## config.mk

```make
export PLATFORM = sky130hd
export DESIGN_NAME = frame_stream_scheduler_flat
export DESIGN_NICKNAME = d
export VERILOG_FILES = /design/src/rtl/frame_gen_pkg.sv /design/src/rtl/frame_stream_scheduler_if.sv /design/src/rtl/frame_stream_scheduler_axis_out_reg.sv /design/src/rtl/frame_stream_scheduler.sv /design/src/flat_wrapper.sv
export SDC_FILE = /design/constraint.sdc
export NUM_CORES = 1
export LEC_CHECK = 0
export ABC_AREA = 1
export ABC_CLOCK_PERIOD_IN_PS = 2390
export BUFFER_PORTS_ARGS = -buffer_cell sky130_fd_sc_hd__buf_2
export CAP_MARGIN = 25
export CORE_MARGIN = 5
export CORE_UTILIZATION = 55
export CTS_CLUSTER_SIZE = 10
export DETAILED_ROUTE_END_ITERATION = 10
export PLACE_DENSITY = 0.8
export SETUP_SLACK_MARGIN = 0.2
export SLEW_MARGIN = 20
export SYNTH_ARGS = -nofsm -noshare
export SYNTH_HDL_FRONTEND = slang
export SYNTH_SLANG_ARGS = --single-unit
```

## constraint.sdc

```tcl
create_clock -name clk -period 2.39 [get_ports clk]
set_input_delay 0.3585 -clock clk [delete_from_list [all_inputs] [get_ports clk]]
set_output_delay 0.3585 -clock clk [all_outputs]
set_load 0.05 [all_outputs]
```

## src/rtl/frame_gen_pkg.sv

```systemverilog
// frame_gen_pkg: shared state encoding, default geometry and beat math
// for the frame stream scheduler.
package frame_gen_pkg;

  typedef enum logic [1:0] {
    IDLE,
    ARM,
    STREAM,
    GAP
  } state_t;

  localparam int DEF_WIDTH     = 1920;
  localparam int DEF_HEIGHT    = 1080;
  localparam int DEF_NUMPLANES = 3;

  function automatic int beatsPerLine(
    input int width,
    input int planes,
    input int bytes
  );
    return (width * planes) / bytes;
  endfunction

endpackage

```

## src/rtl/frame_stream_scheduler_if.sv

```systemverilog
// frame_stream_scheduler_if: AXI4-Stream video beat bundle with
// SOF (tuser) and EOL (tlast) sidebands.
interface frame_stream_scheduler_if #(
  parameter int DW = 8
) ();

  logic [DW-1:0] tdata;
  logic          tvalid;
  logic          tready;
  logic          tuser;
  logic          tlast;

  modport master (
    output tdata,
    output tvalid,
    output tuser,
    output tlast,
    input  tready
  );

  modport slave (
    input  tdata,
    input  tvalid,
    input  tuser,
    input  tlast,
    output tready
  );

endinterface

```

## src/rtl/frame_stream_scheduler_axis_out_reg.sv

```systemverilog
// axis_out_reg: single-entry output register holding {tdata, tuser, tlast}
// with a valid/ready handshake on both sides.
module axis_out_reg #(
  parameter int DW = 8
) (
  input  logic          clk,
  input  logic          reset,
  input  logic          inValid,
  input  logic [DW-1:0] inData,
  input  logic          inUser,
  input  logic          inLast,
  output logic          inReady,
  frame_stream_scheduler_if.master m
);

  assign inReady = !m.tvalid || m.tready;

  // Payload is only rewritten on a load, so it holds during stalls.
  always_ff @(posedge clk) begin
    if (reset) begin
      m.tvalid <= 1'b0;
      m.tdata  <= '0;
      m.tuser  <= 1'b0;
      m.tlast  <= 1'b0;
    end else if (inValid && inReady) begin
      m.tvalid <= 1'b1;
      m.tdata  <= inData;
      m.tuser  <= inUser;
      m.tlast  <= inLast;
    end else if (m.tready) begin
      m.tvalid <= 1'b0;
    end
  end

endmodule

```

## src/rtl/frame_stream_scheduler.sv

```systemverilog
// frame_stream_scheduler: arms the pattern source per frame, emits SOF/EOL
// marked AXI4-Stream beats. Define FRAME_SCHED_STATS_EN for stat counters.
module frame_stream_scheduler
  import frame_gen_pkg::*;
#(
  parameter int WIDTH      = DEF_WIDTH,
  parameter int HEIGHT     = DEF_HEIGHT,
  parameter int NUMPLANES  = DEF_NUMPLANES,
  parameter int DATA_BYTES = 1,
  parameter int FRAMES_W   = 16,
  parameter int GAP_W      = 16
) (
  input  logic                    clk,
  input  logic                    reset,
  input  logic                    cfg_start,
  input  logic                    cfg_stop,
  input  logic [FRAMES_W-1:0]     cfg_num_frames,
  input  logic [GAP_W-1:0]        cfg_gap_cycles,
  input  logic [DATA_BYTES*8-1:0] src_data,
  input  logic                    src_valid,
  output logic                    src_ready,
  output logic                    src_restart,
  frame_stream_scheduler_if.master m_axis,
  output logic                    busy,
  output logic                    frame_done,
  output logic [31:0]             stat_frames,
  output logic [31:0]             stat_stalls
);

  localparam int BPL =
    beatsPerLine(WIDTH, NUMPLANES, DATA_BYTES);
  localparam int BW = (BPL > 1) ? $clog2(BPL) : 1;
  localparam int LW = (HEIGHT > 1) ? $clog2(HEIGHT) : 1;
  localparam logic [BW-1:0] BEAT_LAST = BW'(BPL - 1);
  localparam logic [LW-1:0] LINE_LAST = LW'(HEIGHT - 1);

  state_t              state;
  logic [BW-1:0]       beat;
  logic [LW-1:0]       line;
  logic [FRAMES_W-1:0] frameCnt;
  logic [FRAMES_W-1:0] numFrames;
  logic [FRAMES_W-1:0] frameNext;
  logic [GAP_W-1:0]    gapLen;
  logic [GAP_W-1:0]    gapCnt;
  logic                stopPending;
  logic                draining;
  logic                frameDone;
  logic                regReady;
  logic                accept;
  logic                lastBeat;
  logic                lastLine;
  logic                frameEnd;
  logic                runDone;
  logic                stopNow;
  logic                sofBeat;

  assign src_ready   = (state == STREAM) && !draining && regReady;
  assign src_restart = (state == ARM);
  assign accept      = src_ready && src_valid;
  assign lastBeat    = (beat == BEAT_LAST);
  assign lastLine    = (line == LINE_LAST);
  assign frameEnd    = accept && lastBeat && lastLine;
  assign sofBeat     = (line == '0) && (beat == '0);
  assign frameNext   = frameCnt + 1'b1;
  assign runDone     = (numFrames != '0) && (frameNext == numFrames);
  assign stopNow     = stopPending || cfg_stop;
  assign busy        = (state != IDLE) || m_axis.tvalid;
  assign frame_done  = frameDone;

  axis_out_reg #(
    .DW(DATA_BYTES * 8)
  ) u_outReg (
    .clk     (clk),
    .reset   (reset),
    .inValid (accept),
    .inData  (src_data),
    .inUser  (sofBeat),
    .inLast  (lastBeat),
    .inReady (regReady),
    .m       (m_axis)
  );

  // Run end parks in STREAM with the source gated until the
  // output register empties, so IDLE always sees it drained.
  always_ff @(posedge clk) begin
    if (reset) begin
      state       <= IDLE;
      beat        <= '0;
      line        <= '0;
      frameCnt    <= '0;
      numFrames   <= '0;
      gapLen      <= '0;
      gapCnt      <= '0;
      stopPending <= 1'b0;
      draining    <= 1'b0;
      frameDone   <= 1'b0;
    end else begin
      frameDone <= frameEnd;
      if (state != IDLE && cfg_stop)
        stopPending <= 1'b1;
      unique case (state)
        IDLE: begin
          if (cfg_start) begin
            numFrames <= cfg_num_frames;
            gapLen    <= cfg_gap_cycles;
            frameCnt  <= '0;
            state     <= ARM;
          end
        end
        ARM: state <= STREAM;
        STREAM: begin
          if (draining) begin
            if (regReady) begin
              state       <= IDLE;
              draining    <= 1'b0;
              stopPending <= 1'b0;
            end
          end else if (accept) begin
            if (!lastBeat) begin
              beat <= beat + 1'b1;
            end else begin
              beat <= '0;
              if (!lastLine) begin
                line <= line + 1'b1;
              end else begin
                line     <= '0;
                frameCnt <= frameNext;
                if (stopNow || runDone) begin
                  draining <= 1'b1;
                end else if (gapLen != '0) begin
                  state  <= GAP;
                  gapCnt <= gapLen;
                end else begin
                  state <= ARM;
                end
              end
            end
          end
        end
        GAP: begin
          if (stopNow) begin
            if (regReady) begin
              state       <= IDLE;
              stopPending <= 1'b0;
            end
          end else if (gapCnt <= GAP_W'(1)) begin
            state <= ARM;
          end else begin
            gapCnt <= gapCnt - 1'b1;
          end
        end
        default: state <= IDLE;
      endcase
    end
  end

`ifdef FRAME_SCHED_STATS_EN
  logic [31:0] statFrames;
  logic [31:0] statStalls;

  always_ff @(posedge clk) begin
    if (reset) begin
      statFrames <= '0;
      statStalls <= '0;
    end else begin
      if (frameDone && statFrames != '1)
        statFrames <= statFrames + 1'b1;
      if (m_axis.tvalid && !m_axis.tready && statStalls != '1)
        statStalls <= statStalls + 1'b1;
    end
  end

  assign stat_frames = statFrames;
  assign stat_stalls = statStalls;
`else
  assign stat_frames = '0;
  assign stat_stalls = '0;
`endif

endmodule

```

## src/flat_wrapper.sv

```systemverilog
// flat-port wrapper written by rule: the top's interface ports become plain ports
module frame_stream_scheduler_flat import frame_gen_pkg::*;
#(
  parameter int WIDTH      = DEF_WIDTH,
  parameter int HEIGHT     = DEF_HEIGHT,
  parameter int NUMPLANES  = DEF_NUMPLANES,
  parameter int DATA_BYTES = 1,
  parameter int FRAMES_W   = 16,
  parameter int GAP_W      = 16
)
  (clk, reset, cfg_start, cfg_stop, cfg_num_frames, cfg_gap_cycles, src_data, src_valid, src_ready, src_restart, busy, frame_done, stat_frames, stat_stalls, m_axis_tdata, m_axis_tvalid, m_axis_tuser, m_axis_tlast, m_axis_tready);
  frame_stream_scheduler_if #(.DW(8)) m_axis_i ();
  input  logic clk;
  input  logic reset;
  input  logic cfg_start;
  input  logic cfg_stop;
  input  logic [FRAMES_W-1:0] cfg_num_frames;
  input  logic [GAP_W-1:0] cfg_gap_cycles;
  input  logic [DATA_BYTES*8-1:0] src_data;
  input  logic src_valid;
  output logic src_ready;
  output logic src_restart;
  output logic busy;
  output logic frame_done;
  output logic [31:0] stat_frames;
  output logic [31:0] stat_stalls;
  output wire logic [$bits(m_axis_i.tdata)-1:0] m_axis_tdata;
  output wire logic [$bits(m_axis_i.tvalid)-1:0] m_axis_tvalid;
  output wire logic [$bits(m_axis_i.tuser)-1:0] m_axis_tuser;
  output wire logic [$bits(m_axis_i.tlast)-1:0] m_axis_tlast;
  input wire logic [$bits(m_axis_i.tready)-1:0] m_axis_tready;
  assign m_axis_tdata = m_axis_i.tdata;
  assign m_axis_tvalid = m_axis_i.tvalid;
  assign m_axis_tuser = m_axis_i.tuser;
  assign m_axis_tlast = m_axis_i.tlast;
  assign m_axis_i.tready = m_axis_tready;
  frame_stream_scheduler #(.WIDTH(WIDTH), .HEIGHT(HEIGHT), .NUMPLANES(NUMPLANES), .DATA_BYTES(DATA_BYTES), .FRAMES_W(FRAMES_W), .GAP_W(GAP_W)) u_core (.clk(clk), .reset(reset), .cfg_start(cfg_start), .cfg_stop(cfg_stop), .cfg_num_frames(cfg_num_frames), .cfg_gap_cycles(cfg_gap_cycles), .src_data(src_data), .src_valid(src_valid), .src_ready(src_ready), .src_restart(src_restart), .m_axis(m_axis_i), .busy(busy), .frame_done(frame_done), .stat_frames(stat_frames), .stat_stalls(stat_stalls));
endmodule
```

==> qor.yml <==
power_and_ir_drop:
  vdd_drop_max_uv: 717.8
  leakagePower_uw: 0.003110
  p_per_area_nw_per_um2: 914.7
timing:
  setup_tns_ps: 0
  hold_violations: 0
  rsz0062_at_grt: "yes"
  period_needed_ps: 2215
  timing.slew.headroom: 0.6612
  finalSetupViolCount: 0
  maxSlewViolCount: 0
  worstMarginPinSlew_ps: 504.3
  min_period_over_period: 0.9267
  fin_worst_skew_ps: 15.26
  whs_ps: 186.5
  timing.fmax_mhz: 451.5
finish:
  final_nets: 1036
  final_common_cell: "nand2_1"
  fill_cells: 971
  multiInputGateArea_um2: 3438
  layout_common_cells: "nand2_1, nor2_1, dfxtp_1"
  drive_above_1_share: 0.2156
  seqCellArea_um2: 2106
  diodes: 0
  area_delta_synth_final_pct: 17.70
yosys:
  synth.distinct_cells: 42
  ys_seq_area_frac: 0.3490
  syn_area_um2: 5966
  synth-edff-count: 0
  netlist.area_leader.share: 0.3490
  synth-seq-cells: 104
  avgSynthCellArea_um2: 6.756
  async_flop_share: 0
  synthTopCellsByArea: "dfxtp_1, nand2_1, nor2_1"
  synth_ff_type: "dfxtp_1"
  ys_warn_count: 0
  syn_inst: 883
  yosysTopAreaCell: "dfxtp_1"
die:
  ios: 125
  core-area_um2: 10750
  die_w_um: 114.1
  start_util: 0.5552
  die_h_um: 114.1
  die_area_um2: 13030
  fp-row-count: 38
worst_setup_path:
  cp-start-kind: "flip-flop"
  cp_max_fo: 6
  crit_path_start: "u_core.frameCnt[0]$_SDFFE_PP0P_"
  critPathCaptureType: "flip-flop"
  crit_required_ps: 2680
  cp.arrival_ps: 2510
  rrSetupSlack_ps: 180
  r2r-start: "u_core.frameCnt[0]$_SDFFE_PP0P_"
  critPathKind: "reg2reg"
grt:
  antenna_found_initial: 0
  overflow: 0
  grt_max_degree: 49
  grt_pass1_vias: 5145
  grt_usage: 0.2184
  grt_pass1_wl_um: 23610
placement:
  numPortBuffers: 60
  dp_hpwl_um: 10320
  gp_congestion: 0.9622
route:
  drc_errors: 0
  firstDrtPassIters: 5
  drt-vias-per-instance: 5.194
  final_antenna_net_count: 0
  wl_per_cell_um: 13.67
  num_vias: 5859
  drt_wl_total_um: 15420
  drtIter0Drc: 384
cts:
  cts_tree: "built"
  clock-sinks: 104
  holdBufCountCts: 0
  clk_latency_ps: 390
  h-tree-depth: 3
  cts_buffers: 9
  cts-root-buf: "clkbuf_8"
  path_clk_slew_ps: 110
  clk_path_buf_depth: 2
flow_run:
  maxCapViolations: 0
hold_path:
  worstHoldPathType: "in2reg"
  worstHoldStart: "cfg_gap_cycles[11]"
outcome:
  status: "finished, final reports clean"
## worst max-delay path: stages, from the launching register on
cell,delay [ps]
dfxtp_4,400
ha_4,180
nand2_4,70
buf_4,140
buf_4,130
nand3b_1,70
nand3_1,80
nor2_1,110
nand4_1,110
nor2_2,110
nand3_2,130
nand3_4,140
nand2_8,100
clkbuf_16,160
a21oi_1,120
nor2_1,60
## area by class of cell
type,instances,area share
clock buffers,10,0.01818
clock inverters,6,0.007484
inverters,92,0.04918
multi-input cells,662,0.4897
flip-flops and latches,104,0.2999
well taps,140,0.02495
repair buffers,114,0.1107
## through the flow
stage | total power, uW | setup WS [ps] | util | area, um^2 | cells
3_5_place_dp | 5067 | 8.376 | 0.5842 | 6277 | 1079
5_1_grt | 6878 | 0.5393 | 0.6535 | 7022 | 1128
6_report | 6423 | 175.2 | 0.6535 | 7022 | 1128
3_3_place_gp | 5032 | 85.67 | 0.5842 | 6277 | 1079
4_1_cts | 6145 | 193.9 | 0.6136 | 6594 | 1105
2_1_floorplan | 4484 | 261.0 | - | 6203 | 946
## worst paths after layout
check | end | cells after the start
worst min-delay path | u_core.gapLen[11]$_SDFFE_PP0P_ | 3
worst max-delay path | u_core.gapCnt[8]$_SDFFE_PP0P_ | 15
worst min register to register | u_core.beat[11]$_SDFFE_PP0P_ | 1
worst max register to register | u_core.gapCnt[8]$_SDFFE_PP0P_ | 15
## per-layer routing
metal / vias to the layer above / track usage / part of all wire
met5: - / 0 / 0
met4: 0 / 0.05622 / 0.019
met3: 30 / 0.04915 / 0.072
met2: 202 / 0.3587 / 0.48
met1: 2671 / 0.2914 / 0.43
li1: 2956 / - / -
## cell usage after synthesis (all sizes together), types with 4 or more instances
master  count
nand2     155
nor2      141
dfxtp     104
inv        92
o21ai      76
nand3      75
buf        73
a21oi      72
nand4      20
clkbuf     16
nor3       11
ha          7
nor4        7
xnor2       4
xor2        4
## flip-flops by register name, summed over array words and instances (netlist names)
signal	flops
u_core.draining	1
u_core.frame_done	1
u_core.frameCnt	16
u_core.beat	13
u_core.u_outReg.m.tvalid	1
u_core.stopPending	1
u_core.u_outReg.m.tdata	8
u_core.numFrames	16
u_core.line	11
u_core.u_outReg.m.tuser	1
u_core.u_outReg.m.tlast	1
u_core.gapLen	16
u_core.gapCnt	16
u_core.state	2
## power by group
| group | internal [uW] | switching, uW | total (uW) |
|---|---|---|---|
| registers | 2030 | 282 | 2310 |
| clock network | 396 | 660 | 1060 |
| logic | 1060 | 2000 | 3050 |
## logic make-up (layout without fill, tap and decap cells)
family | count (synthesis) | in the layout | synth area share
buffers and inverters | 181 | 222 | 0.1571
multiplexers | 3 | 3 | 0.005034
flip-flops | 104 | 104 | 0.3490
other | 1 | 64 | 0.0006286
adder cells (fa/ha/maj) | 7 | 7 | 0.01468
AND/OR/NAND/NOR | 416 | 417 | 0.3188
AO/OA/AOI/OAI | 163 | 163 | 0.1430
XOR/XNOR | 8 | 8 | 0.01174
## what timing repair did
| item | in CTS | in global routing |
|---|---|---|
| setup buffers | 10 | 20 |
| cloned | 0 | 3 |
| resized for setup | 18 | 57 |
| pin swaps | 4 | 28 |
| setup endpoints to repair | 25 | 41 |
Power figures use the tool's default switching activity.
